<file path="src/rtl/prescaler_prog_pkg.sv">
// Shared definitions for the programmable prescaler.
//   mode_e  : clk_out source select (square wave or tick pulse)
//   DIV_MIN : smallest legal divisor; smaller writes clamp to it
package prescaler_prog_pkg;

   typedef enum logic {
      MODE_SQUARE = 1'b0,
      MODE_TICK   = 1'b1
   } mode_e;

   localparam int unsigned DIV_MIN = 2;

endpackage : prescaler_prog_pkg

</file>
<file path="src/rtl/prescaler_div_shadow.sv">
// Shadowed divisor register for the programmable prescaler.
// A write lands in div_nxt (clamped to DIV_MIN) and raises div_pend; the
// pending value moves into div_act only when the parent signals apply
// (period wrap while running, or any edge while disabled).
// Ports:
//   clk_in   : system clock
//   rst      : synchronous active-high reset
//   apply    : parent says a new divisor may take effect at this edge
//   div_wr   : one-cycle write strobe
//   div_val  : requested divisor
//   div_act  : divisor currently in use
//   div_pend : a written divisor is waiting to be applied
module prescaler_div_shadow
   import prescaler_prog_pkg::*;
#(
   parameter int unsigned N           = 24,
   parameter int unsigned DEFAULT_DIV = 12000000
) (
   input  logic         clk_in,
   input  logic         rst,
   input  logic         apply,
   input  logic         div_wr,
   input  logic [N-1:0] div_val,
   output logic [N-1:0] div_act,
   output logic         div_pend
);

   localparam longint unsigned DIV_MAX = (64'd1 << N) - 64'd1;

   // Reject a reset divisor outside [DIV_MIN, 2^N-1] at elaboration.
   if ((DEFAULT_DIV < DIV_MIN) || (64'(DEFAULT_DIV) > DIV_MAX)) begin : g_bad_default
      $error("prescaler_div_shadow: DEFAULT_DIV out of legal range");
   end

   logic [N-1:0] div_nxt;
   logic [N-1:0] div_clamp;

   // Divisors of 0 and 1 are meaningless for the counter; force them to 2.
   assign div_clamp = (div_val < N'(DIV_MIN)) ? N'(DIV_MIN) : div_val;

   // Apply uses the pre-edge shadow; a same-edge write is ordered last so it
   // re-arms pending for the following apply point.
   always_ff @(posedge clk_in) begin
      if (rst) begin
         div_act  <= N'(DEFAULT_DIV);
         div_nxt  <= N'(DEFAULT_DIV);
         div_pend <= 1'b0;
      end else begin
         if (apply && div_pend) begin
            div_act  <= div_nxt;
            div_pend <= 1'b0;
         end
         if (div_wr) begin
            div_nxt  <= div_clamp;
            div_pend <= 1'b1;
         end
      end
   end

endmodule : prescaler_div_shadow

</file>
<file path="src/rtl/prescaler_prog.sv">
// Runtime-programmable clock prescaler / tick generator.
// Divides clk_in by D in [2, 2^N-1]; D is shadowed and switches only at a
// period boundary (or while disabled).
// Ports:
//   clk_in   : system clock, all logic on its rising edge
//   rst      : synchronous active-high reset
//   ena      : run enable; low holds the divider cleared
//   mode     : clk_out select, 0 = square wave, 1 = tick pulse
//   div_wr   : one-cycle strobe writing div_val to the shadow register
//   div_val  : requested divisor
//   clk_out  : divided output selected by mode
//   tick     : one-cycle pulse once per period
//   div_pend : a written divisor is waiting to be applied
module prescaler_prog
   import prescaler_prog_pkg::*;
#(
   parameter int unsigned N           = 24,
   parameter int unsigned DEFAULT_DIV = 12000000
) (
   input  logic         clk_in,
   input  logic         rst,
   input  logic         ena,
   input  logic         mode,
   input  logic         div_wr,
   input  logic [N-1:0] div_val,
   output logic         clk_out,
   output logic         tick,
   output logic         div_pend
);

   logic [N-1:0] count;
   logic [N-1:0] count_inc;
   logic [N-1:0] div_act;
   logic         sq;
   logic         wrap;
   logic         apply;

   // div_act >= 2, so div_act-1 never underflows.
   assign wrap      = (count == (div_act - N'(1)));
   assign count_inc = count + N'(1);
   assign apply     = (~ena) | wrap;

   prescaler_div_shadow #(
      .N           (N),
      .DEFAULT_DIV (DEFAULT_DIV)
   ) u_div_shadow (
      .clk_in   (clk_in),
      .rst      (rst),
      .apply    (apply),
      .div_wr   (div_wr),
      .div_val  (div_val),
      .div_act  (div_act),
      .div_pend (div_pend)
   );

   // Counter, square and tick. sq is computed from the next count so that
   // sq == (count >= div_act/2) holds in every running cycle; at a wrap the
   // next count is 0, which is below D/2 for any D >= 2, even if D changes.
   always_ff @(posedge clk_in) begin
      if (rst) begin
         count <= '0;
         sq    <= 1'b0;
         tick  <= 1'b0;
      end else if (!ena) begin
         count <= '0;
         sq    <= 1'b0;
         tick  <= 1'b0;
      end else if (wrap) begin
         count <= '0;
         sq    <= 1'b0;
         tick  <= 1'b1;
      end else begin
         count <= count_inc;
         sq    <= (count_inc >= (div_act >> 1));
         tick  <= 1'b0;
      end
   end

   // Combinational select of registered sources; mode acts immediately.
   assign clk_out = (mode_e'(mode) == MODE_TICK) ? tick : sq;

endmodule : prescaler_prog

</file>
<file path="config.mk">
export PLATFORM = sky130hd
export DESIGN_NAME = prescaler_prog
export DESIGN_NICKNAME = d
export VERILOG_FILES = /design/src/rtl/prescaler_prog_pkg.sv /design/src/rtl/prescaler_div_shadow.sv /design/src/rtl/prescaler_prog.sv
export SDC_FILE = /design/constraint.sdc
export NUM_CORES = 1
export LEC_CHECK = 0
export BUFFER_PORTS_ARGS = -buffer_cell sky130_fd_sc_hd__buf_4
export CORE_UTILIZATION = 55
export CTS_CLUSTER_SIZE = 28
export DETAILED_ROUTE_END_ITERATION = 12
export HOLD_SLACK_MARGIN = 0.1
export PLACE_DENSITY_LB_ADDON = 0.05
export SLEW_MARGIN = 0
export SYNTH_ARGS = -nofsm -noshare
export SYNTH_HDL_FRONTEND = slang
export SYNTH_SLANG_ARGS = --single-unit
</file>
<file path="constraint.sdc">
create_clock -name clk_in -period 3.89 [get_ports clk_in]
set_input_delay 0.389 -clock clk_in [delete_from_list [all_inputs] [get_ports clk_in]]
set_output_delay 0.389 -clock clk_in [all_outputs]
set_load 0.01 [all_outputs]
</file>
==> key figures, run 1 <==
Synth
  – YS warnings: 0
  – Yosys reg bits: 75
  – Top cells by area, synth: dfxtp_1 31%, ha_1 6.4%, xnor2_1 4.9%
  – Syn Std Cell Area: 0.00487 sq mm
  – EDFF count, synth: 0
  – Syn Area/Cell: 8.63 sq um
  – Synth cell count leaders: 75 x dfxtp_1, 39 x nand2_1, 35 x nor2_1
  – Most frequent cell after synthesis: dfxtp_1
  – Top_reg_cell synth: dfxtp_1
  – Yosys cell types: 64
  – Syn_nets: 618
  – Seq/Total Area, Yosys: 30.9%
  – Post-Synthesis Cells: 564
  – Ys async rst share: 0%
  – Post-synth top area share: 30.9%
  – Top cell type by total area after synthesis: dfxtp_1

STA
  – Max_slew headroom: 37.9%
  – Max Freq: 265 MHz
  – RSZ-0062 raised after global routing: false
  – Endpoints failing hold: 0
  – Slew Limit Fails: 0
  – Final Cycle Share: 97.0%
  – Worst-Margin Slew: 0.928 ns
  – Clock Skews: 0.0131 ns
  – Final min period: 3.77 ns
  – Final setup violation count: 0
  – Setup TNS: 0 ns

Setup path
  – R2r setup slk: 0.12 ns
  – Startpoint class of the critical path: flip-flop
  – Cell count along the critical path: 10
  – CP Cell Sequence: inv_1 -> ha_2 -> or3b_4 -> or4_1 -> a222oi_1 -> nand2_1 -> or4_1 -> or4_1 -> or2_4 -> o311ai_1
  – Crit path DAT: 4.03 ns
  – Crit path buf inv count: 1
  – R2R depth: 10
  – Critical path's top delay family: simple AND/OR/NAND/NOR gates
  – Worst R2R Start: u_div_shadow.div_act[0]$_SDFFE_PP0P_
  – Slowest cell on crit path: or4_1
  – Req. time, crit path: 4.15 ns
  – CP endpoint kind: flip-flop
  – Reg-to-reg critical path endpoint: u_div_shadow.div_act[5]$_SDFFE_PP0P_
  – Worst path max stage delay: 0.51 ns
  – Crit Path Class: reg2reg
  – Crit path top cell by count: or4_1
  – Worst Path Max Fanout: 14

Floorplan
  – Core box area: 0.00838 sq mm
  – Rows: 33
  – Initial core utilization: 58.1%
  – Die span in x: 96.1 microns
  – DIE AREA: 0.00923 sq mm
  – Die Height: 96.1 microns
  – Boundary Pins: 32

Final layout
  – N_diodes: 0
  – Register Area: 0.00150 sq mm
  – Layout cells sized above 1: 12.1%
  – Layout fillers: 744
  – Area occupied by multi-input gates: 0.00298 sq mm
  – Area Growth Syn to Fin: 7.12%
  – Final #Nets: 628

Detailed routing
  – Pre-antenna DRT Iters: 6
  – Final WL: 12,100 microns
  – DR iter-0 viols: 330
  – Number of remaining DRC errors: 0
  – Via density: 6.26
  – Wirelength per Cell: 17.7 microns
  – Detail Route Antenna Nets: 0
  – Via count: 4,284

GRT
  – Global Route Usage Sum: 28.1%
  – GRT overflow: 0
  – Met2 GRT Util: 42.7%
  – Largest net degree at the start of global routing: 56
  – Met1 track demand over resource: 41.5%
  – Busiest grt layer: met2
  – Antenna violations before repair: 0
  – GR Util met3: 3.63%
  – Vias in the first global route: 3,825
  – First-pass GRT wire length: 19,800 microns

Clocking
  – H-tree Lvls: 3
  – Setup Fix Bufs, Post-CTS: 0
  – Worst skew pair latency: 0.37 ns
  – Clock tree buffer depth: 2
  – CTS Hold Bufs: 0
  – Num Clock Sinks: 75
  – Root buffer cell: clkbuf_8
  – CTS tree: done
  – CTS-repair resized insts: 0
  – Clock-pin slew on the worst setup and hold paths: 0.09 ns
  – Num CTS Buffers: 9

Power
  – Peak VDD IR: 0.200 mV
  – Design Power: 1.70 mW
  – Power per cell area: 326 mW/mm^2
  – LEAKAGE: 2.08 nW

Placement
  – IO Port Bufs: 31
  – Post-DP HPWL: 9000 microns
  – Gpl congestion: 0.912

Worst hold path
  – HP Start: div_val[17]
  – Hold depth: 3
  – Worst hold-check path type: in2reg
  – Min-Delay Endpoint: u_div_shadow.div_nxt[17]$_SDFFE_PP1P_

Flow run
  – Max-cap viol count: 0

Outcome
  – Outcome: completed
-- cells by family after synthesis --
logic type	after synthesis	synth area share (%)
flops	75	30.9
xor+xnor	47	8.46
simple gates	211	23.2
compound gates	112	17.8
buf+inv	70	8.25
mux	24	4.96
fa+ha+maj	25	6.43
-- area by class of cell --
cell class	instances	share of cell area [%]
Timing Repair Buffer	38	5.47
Multi-Input combinational cell	419	57.2
Sequential cell	75	28.8
Inverter	31	2.23
Clock buffer	10	2.45
Tap cell	105	2.52
Clock inverter	6	1.37
-- cell usage in the layout, fill, tap and decap left out, types with 4 or more instances in the layout --
master,Yosys,routed
nor3_1,29,29
a21o_1,6,6
and3_1,6,6
xor2_1,20,20
nand2_1,39,39
clkbuf_8,8,9
ha_1,25,24
nand4_1,10,10
a21oi_1,6,6
buf_4,0,38
nor4_1,13,13
nand3_1,19,19
nor2b_1,24,24
o311ai_1,15,14
o2111ai_1,15,14
nor2_1,35,35
xnor2_1,27,27
dfxtp_1,75,75
or3_1,7,7
o21ai_0,5,5
nand2b_1,4,4
a31oi_1,20,20
or4_1,6,6
o211ai_1,23,23
mux2i_1,23,23
inv_1,30,30
-- power breakdown --
group          internal [mW]  switching [mW]
Sequential             0.796          0.0315
Clock                  0.304           0.337
Combinational         0.0948           0.137
Total                   1.19           0.506
-- metrics by stage --
| step | cell area [sq um] | setup slack [ns] | std cells | utilization (%) | hold slack [ns] |
|---|---|---|---|---|---|
| 2_1_floorplan | 4870 | 0.267 | 564 | - | 0.442 |
| 3_3_place_gp | 5000 | 0.299 | 668 | 59.6 | 0.457 |
| 3_5_place_dp | 5000 | 0.156 | 668 | 59.6 | 0.459 |
| 4_1_cts | 5200 | 0.115 | 684 | 62.0 | 0.251 |
| 5_1_grt | 5210 | 0.0169 | 684 | 62.2 | 0.260 |
| 6_report | 5210 | 0.116 | 684 | 62.2 | 0.255 |
-- how the worst max path moves through the flow --
stage / from / to / slack [ns]
detailed placement: u_div_shadow.div_act[0]$_SDFFE_PP0P_ / u_div_shadow.div_act[5]$_SDFFE_PP0P_ / 0.16
finish: u_div_shadow.div_act[0]$_SDFFE_PP0P_ / u_div_shadow.div_act[5]$_SDFFE_PP0P_ / 0.12
floorplan: u_div_shadow.div_act[0]$_SDFFE_PP0P_ / u_div_shadow.div_act[0]$_SDFFE_PP0P_ / 0.27
CTS: u_div_shadow.div_act[0]$_SDFFE_PP0P_ / u_div_shadow.div_act[5]$_SDFFE_PP0P_ / 0.11
global route: u_div_shadow.div_act[0]$_SDFFE_PP0P_ / u_div_shadow.div_act[15]$_SDFFE_PP0P_ / 0.02
global placement: u_div_shadow.div_act[0]$_SDFFE_PP0P_ / u_div_shadow.div_act[2]$_SDFFE_PP0P_ / 0.30
-- state kept, by name, summed over array words and instances, names as in the netlist --
name                   count
u_div_shadow.div_act      24
count                     24
u_div_shadow.div_pend      1
tick                       1
sq                         1
u_div_shadow.div_nxt      24
-- per-layer routing --
metal,share of wire (%),up-vias
li1,-,2098
met1,47,1955
met2,43,205
met3,8.1,26
met4,1.4,0
met5,0,-
-- worst reg2reg max path, cell delays in order (launching register included) --
cell      delay, ns
dfxtp_1        0.36
inv_1          0.10
ha_2           0.22
or3b_4         0.42
or4_1          0.48
a222oi_1       0.35
nand2_1        0.08
or4_1          0.46
or4_1          0.51
or2_4          0.35
o311ai_1       0.33
No activity file was read; power rests on OpenSTA's default activity.
==> run 2, diff against run 1 <==
clock period = 3.8 ns   (was 3.89 ns; I/O delays follow)
==> key figures, run 2 (synthesized netlist as in run 1, its figures left out) <==
Flow run
  – Max-cap viol count: 0 (unchanged)

Detailed routing
  – Via density: 6.24 (-0.37%)
  – Via count: 4,262 (-0.51%)
  – Final WL: 12,300 microns (+1.3%)
  – Number of remaining DRC errors: 0 (unchanged)
  – Pre-antenna DRT Iters: 5 (-1)
  – Detail Route Antenna Nets: 0 (unchanged)
  – DR iter-0 viols: 278 (-16%)
  – Wirelength per Cell: 18.0 microns (+1.4%)

Setup path
  – Req. time, crit path: 4.04 ns (-0.11 ns)
  – Startpoint class of the critical path: flip-flop
  – Crit path DAT: 3.97 ns (-0.06 ns)
  – Crit Path Class: reg2reg
  – Worst Path Max Fanout: 7 (-7)
  – CP endpoint kind: flip-flop

Floorplan
  – Initial core utilization: 58.1% (unchanged)
  – Rows: 33 (unchanged)
  – Die Height: 96.1 microns (unchanged)
  – Boundary Pins: 32 (unchanged)
  – Die span in x: 96.1 microns (unchanged)
  – DIE AREA: 0.00923 sq mm (unchanged)
  – Core box area: 0.00838 sq mm (unchanged)

Placement
  – Gpl congestion: 0.935 (+2.6%)
  – Post-DP HPWL: 9050 microns (+0.57%)
  – IO Port Bufs: 31 (unchanged)

STA
  – Max_slew headroom: 36.8% (-1.2 points)
  – Worst-Margin Slew: 0.945 ns (+0.0172 ns)
  – Final setup violation count: 0 (unchanged)
  – Clock Skews: 0.00837 ns (-0.00478 ns)
  – Final min period: 3.73 ns (-0.0486 ns)
  – Final Cycle Share: 98.0% (+1.0 points)
  – Slew Limit Fails: 0 (unchanged)
  – Max Freq: 268 MHz (+1.3%)
  – Endpoints failing hold: 0 (unchanged)
  – Setup TNS: 0 ns (unchanged)

GRT
  – Largest net degree at the start of global routing: 47 (-16%)
  – Global Route Usage Sum: 28.0% (-0.11 points)
  – GRT overflow: 0 (unchanged)
  – Met2 GRT Util: 43.2% (+0.47 points)
  – Busiest grt layer: met2
  – First-pass GRT wire length: 19,700 microns (-0.42%)
  – Met1 track demand over resource: 40.3% (-1.2 points)
  – Antenna violations before repair: 0 (unchanged)
  – GR Util met3: 4.66% (+1.0 points)
  – Vias in the first global route: 3,850 (+0.65%)

Power
  – LEAKAGE: 2.09 nW (+0.88%)
  – Internal power: 1.28 mW (+7.3%)
  – Gate power share: 13.3% (-0.4 points)
  – Switching portion of total power: 28.1% (-1.7 points)
  – Seq pwr share: 47.7% (-1.0 points)
  – Peak VDD IR: 0.266 mV (+33%)
  – Power per cell area: 338 mW/mm^2 (+3.7%)
  – Clock share of power: 39.0% (+1.3 points)
  – Switching pwr: 0.500 mW (-1.2%)
  – Design Power: 1.78 mW (+4.8%)

Clocking
  – Setup Fix Bufs, Post-CTS: 0 (unchanged)
  – Clock tree buffer depth: 2 (unchanged)
  – Root buffer cell: clkbuf_8
  – H-tree Lvls: 3 (unchanged)
  – Num Clock Sinks: 75 (unchanged)
  – Num CTS Buffers: 9 (unchanged)
  – Worst skew pair latency: 0.35 ns (-0.02 ns)
  – CTS tree: done
  – Clock-pin slew on the worst setup and hold paths: 0.09 ns (about the same)
  – CTS Hold Bufs: 0 (unchanged)

Final layout
  – Most frequent cells in the layout: 74 x dfxtp_1, 39 x nand2_1, 36 x buf_4
  – Final #Nets: 628 (unchanged)
  – Top Registers: count (24), u_div_shadow.div_act (24), u_div_shadow.div_nxt (24)
  – Area Growth Syn to Fin: 8.28%
  – Layout cells sized above 1: 13.0% (+0.89 points)
  – Most common cell after layout, fill and taps aside: dfxtp_1
  – N_diodes: 0 (unchanged)

Worst hold path
  – Worst hold-check path type: in2reg

Outcome
  – Outcome: completed
run 2: changes by cell type in the layout (fill, tap and decap cells not counted), moves of 2 or more:
| cell | delta |
|---|---|
| inv_6 | -2 |
| o311ai_2 | +2 |
| buf_4 | -2 |
| o311ai_1 | -2 |
run 2: final cells by class:
| cell class | instances | area, sq um |
|---|---|---|
| clock inverter | 6 | 90.1 |
| inverter | 31 | 116 |
| tap | 105 | 131 |
| sequential | 75 | 1500 |
| timing repair buffer | 37 | 282 |
| clock buffer | 9 | 124 |
| fill | 755 | 3110 |
| multi-input combinational | 420 | 3020 |
run 2: critical path, stage by stage (launching register included):
cell and delay (ns):
dfxtp_1 0.36, inv_1 0.13, ha_4 0.17, or3b_4 0.41
or4_1 0.48, a222oi_1 0.36, nand2_1 0.09, or4_1 0.49
or4_4 0.53, or2_4 0.30, o311ai_1 0.30
run 2: through the flow:
stage / area, sq um / setup slack, ns / std cells / utilization, % / hold slack (ns)
floorplan: 4870 / 0.177 / 564 / - / 0.442
global placement: 4990 / 0.221 / 667 / 59.5 / 0.460
detailed placement: 4990 / 0.109 / 667 / 59.5 / 0.469
CTS: 5200 / 0.0790 / 682 / 62.1 / 0.253
global route: 5270 / -0.0160 / 683 / 62.9 / 0.249
finish: 5270 / 0.0744 / 683 / 62.9 / 0.262
run 2: path summary, 6_finish.rpt:
check                                              from                                    end  slack, ns  depth (start not counted)
setup / recovery   u_div_shadow.div_act[1]$_SDFFE_PP0P_   u_div_shadow.div_act[5]$_SDFFE_PP0P_       0.07                         10
hold / removal                              div_val[18]  u_div_shadow.div_nxt[18]$_SDFFE_PP1P_       0.26                          3
setup reg to reg   u_div_shadow.div_act[1]$_SDFFE_PP0P_   u_div_shadow.div_act[5]$_SDFFE_PP0P_       0.07                         10
hold reg to reg   u_div_shadow.div_nxt[12]$_SDFFE_PP1P_  u_div_shadow.div_nxt[12]$_SDFFE_PP1P_       0.50                          2
run 2: what timing repair did:
action | CTS | global route
gates resized for setup | 0 | 11
endpoints found under the setup margin | 0 | 14
endpoints found under the hold margin | 0 | 0
run 2: power groups by stage:
stage | Clock (mW) | Combinational (mW) | Sequential, mW
final | 0.694 | 0.238 | 0.850
after global routing | 0.737 | 0.259 | 0.854
after CTS | 0.699 | 0.231 | 0.848
after detailed placement | 0 | 0.229 | 0.866
after global placement | 0 | 0.227 | 0.865
after floorplan | 0 | 0.179 | 0.854
run 2: layer usage:
layer	routed length (microns)	share of wire [%]
met1	6100	50
met2	5330	43
met3	660	5.4
met4	193	1.6
met5	0	0
==> run 3, diff against run 2 <==
ABC_AREA = 1   (was unset)
CORE_MARGIN = 4   (was unset)
==> key figures, run 3 <==
GRT
  – Global Route Usage Sum: 23.9% (-4.1 points)
  – Vias in the first global route: 4,300 (+12%)
  – Antenna violations before repair: 0 (unchanged)
  – Busiest grt layer: met2
  – First-pass GRT wire length: 19,600 microns (-0.17%)
  – Met2 GRT Util: 38.1% (-5.1 points)
  – GR Util met3: 3.18% (-1.5 points)
  – Largest net degree at the start of global routing: 42 (-11%)
  – GRT overflow: 0 (unchanged)
  – Met1 track demand over resource: 33.0% (-7.4 points)

Synth
  – Largest family of logic cells by synthesized area: simple AND/OR/NAND/NOR gates
  – YS warnings: 0 (unchanged)
  – XOR/XNOR Fraction of Synth Area: 6.51% (-1.9 points)
  – Proportion of synthesized area in mux cells: 0.239% (-4.7 points)
  – Top_reg_cell synth: dfxtp_1
  – Syn Area/Cell: 6.48 sq um (-25%)
  – Post-Synthesis Cells: 726 (+29%)
  – Seq/Total Area, Yosys: 31.9% (+1.0 points)
  – Syn Std Cell Area: 0.00471 sq mm (-3.3%)
  – Top cells by area, synth: dfxtp_1 32%, nand2_1 12%, inv_1 9.6%
  – Syn_nets: 780 (+26%)
  – Yosys reg bits: 75 (unchanged)
  – Compound-Gate Fraction of Synth Area: 7.74% (-10 points)
  – Ys async rst share: 0% (unchanged)
  – Yosys cell types: 31 (-52%)
  – Most frequent cell after synthesis: nand2_1
  – Synth cell count leaders: 156 x nand2_1, 121 x inv_1, 104 x nor2_1
  – Simple-gate share of the synthesized area: 35.1% (+12 points)
  – Post-synth top area share: 31.9% (+1.0 points)
  – Post-synthesis adder-cell area fraction: 6.65% (+0.22 points)
  – Top cell type by total area after synthesis: dfxtp_1
  – EDFF count, synth: 0 (unchanged)

Clocking
  – Clock tree buffer depth: 2 (unchanged)
  – Worst skew pair latency: 0.35 ns (about the same)
  – Setup Fix Bufs, Post-CTS: 0 (unchanged)
  – CTS tree: done
  – CTS-repair resized insts: 0 (unchanged)
  – Num Clock Sinks: 75 (unchanged)
  – Clock-pin slew on the worst setup and hold paths: 0.09 ns (about the same)
  – H-tree Lvls: 3 (unchanged)
  – CTS Hold Bufs: 0 (unchanged)
  – Root buffer cell: clkbuf_8
  – Num CTS Buffers: 9 (unchanged)

STA
  – Clock Skews: 0.0158 ns (+0.00742 ns)
  – Final setup violation count: 0 (unchanged)
  – Final min period: 3.20 ns (-0.524 ns)
  – Max_slew headroom: 40.0% (+3.2 points)
  – Final Cycle Share: 84.3% (-14 points)
  – Endpoints failing hold: 0 (unchanged)
  – Slew Limit Fails: 0 (unchanged)
  – Setup TNS: 0 ns (unchanged)
  – Worst-Margin Slew: 0.898 ns (-0.0474 ns)
  – Max Freq: 312 MHz (+16%)
  – Setup ws final: 0.598 ns (+0.524 ns)
  – RSZ-0062 raised after global routing: false

Power
  – LEAKAGE: 2.63 nW (+25%)
  – Gate power share: 15.0% (+1.7 points)
  – Power per cell area: 339 mW/mm^2 (+0.24%)
  – Peak VDD IR: 0.190 mV (-29%)
  – Seq pwr share: 48.5% (+0.8 points)
  – Switching pwr: 0.533 mW (+6.7%)
  – Clock share of power: 36.5% (-2.5 points)
  – Internal power: 1.23 mW (-3.7%)
  – Switching portion of total power: 30.2% (+2.1 points)

Floorplan
  – Core box area: 0.00826 sq mm (-1.5%)
  – Rows: 33 (unchanged)
  – Die Height: 101 microns (+4.6%)
  – Boundary Pins: 32 (unchanged)
  – DIE AREA: 0.0101 sq mm (+9.5%)
  – Initial core utilization: 57.0% (-1.1 points)
  – Die span in x: 101 microns (+4.6%)

Setup path
  – Startpoint class of the critical path: flip-flop
  – Crit Path Class: reg2reg
  – Crit path DAT: 3.46 ns (-0.51 ns)
  – Req. time, crit path: 4.06 ns (+0.02 ns)
  – CP endpoint kind: flip-flop
  – Worst Path Max Fanout: 5 (-2)

Detailed routing
  – Wirelength per Cell: 13.1 microns (-27%)
  – Final WL: 11,300 microns (-8.0%)
  – Via density: 5.23 (-16%)
  – Number of remaining DRC errors: 0 (unchanged)
  – DR iter-0 viols: 245 (-12%)
  – Detail Route Antenna Nets: 0 (unchanged)
  – Pre-antenna DRT Iters: 5 (unchanged)
  – Via count: 4,523 (+6.1%)

Final layout
  – Layout fillers: 825 (+9.3%)
  – Final #Nets: 808 (+29%)
  – Most frequent cells in the layout: 156 x nand2_1, 121 x inv_1, 104 x nor2_1
  – Area Growth Syn to Fin: 10.8%
  – Layout cells sized above 1: 8.56% (-4.4 points)
  – Top Registers: count (24), u_div_shadow.div_act (24), u_div_shadow.div_nxt (24)
  – Most common cell after layout, fill and taps aside: nand2_1
  – N_diodes: 0 (unchanged)

Placement
  – Gpl congestion: 0.902 (-3.6%)
  – Setup WS pre-CTS: 0.639 ns (+0.530 ns)
  – IO Port Bufs: 31 (unchanged)
  – Post-DP HPWL: 8680 microns (-4.1%)

Worst hold path
  – Worst hold-check path type: in2reg

Flow run
  – Max-cap viol count: 0 (unchanged)

Outcome
  – Outcome: completed
[run 3: cell count changes after synthesis, moves of 15 or more]
cell / change
o211ai_1: -22
nor2b_1: -24
o2111ai_1: -15
nor3_1: -20
mux2i_1: -23
a21oi_1: +33
a31oi_1: -20
nand2_1: +117
nor2_1: +69
xnor2_1: -19
o311ai_1: -15
inv_1: +91
nand3_1: +58
[run 3: kinds of logic (layout without fill, tap and decap cells)]
logic type	Yosys count	in the layout
buffers and inverters	142	175
DFF	75	75
AOI/OAI and AO/OA	66	66
and+or+nand+nor	382	382
muxes	1	1
adders and majority gates	25	25
xor gates and xnor gates	35	35
[run 3: per-stage QoR]
stage	total power, mW	hold WS (ns)	instance area (sq um)	std cells	util (%)
floorplan	1.06	0.430	4710	726	-
global placement	1.13	0.443	5010	848	60.7
detailed placement	1.14	0.448	5010	848	60.7
CTS	1.77	0.241	5210	864	63.1
global route	1.86	0.253	5210	864	63.1
finish	1.77	0.251	5210	864	63.1
[run 3: final timing paths]
path                                                      startpoint                               endpoint  slack (ns)  cells after the start
worst max-delay path                             count[0]$_SDFF_PP0_                          sq$_SDFF_PP0_        0.60                     21
worst min-delay path                                     div_val[23]  u_div_shadow.div_nxt[23]$_SDFFE_PP1P_        0.25                      3
worst max register to register                   count[0]$_SDFF_PP0_                          sq$_SDFF_PP0_        0.60                     21
worst min register to register  u_div_shadow.div_nxt[3]$_SDFFE_PP0P_   u_div_shadow.div_nxt[3]$_SDFFE_PP0P_        0.46                      2
[run 3: area by class of cell]
class	instances	area (sq um)	area share (%)
repair buffers	37	278	5.33
flip-flops and latches	75	1500	28.8
clock buffers	10	128	2.45
clock inverters	6	72.6	1.39
well taps	105	131	2.52
inverters	122	458	8.78
multi-input cells	509	2650	50.7
[run 3: power by group through the flow]
stage / Combinational [mW] / Clock [mW] / Sequential (mW)
6_report: 0.265 / 0.645 / 0.857
5_1_grt: 0.304 / 0.694 / 0.863
4_1_cts: 0.265 / 0.652 / 0.856
3_5_place_dp: 0.263 / 0 / 0.874
3_3_place_gp: 0.256 / 0 / 0.873
2_1_floorplan: 0.202 / 0 / 0.861
[run 3: critical path, stage by stage (launching register included)]
cell and delay [ns]:
dfxtp_1 0.42, ha_1 0.19, nand2_1 0.07, inv_1 0.09
nand3_1 0.11, nor2_1 0.22, nand4_1 0.14, nor2_1 0.20
nand2_1 0.11, nor4_1 0.37, inv_1 0.08, nand2_1 0.08
inv_1 0.06, ha_1 0.30, nand2_1 0.07, nor2_1 0.04
a211oi_1 0.17, nor2_1 0.07, nor2_1 0.09, nand3_1 0.08
nor2_1 0.09, nor2_1 0.04
[run 3: per-layer routing]
layer	part of all wire [%]	up-vias	routed length, microns
met5	0	-	0
met4	2.5	0	280
met3	5.0	21	561
met2	44	134	4950
met1	49	2013	5510
li1	-	2355	-
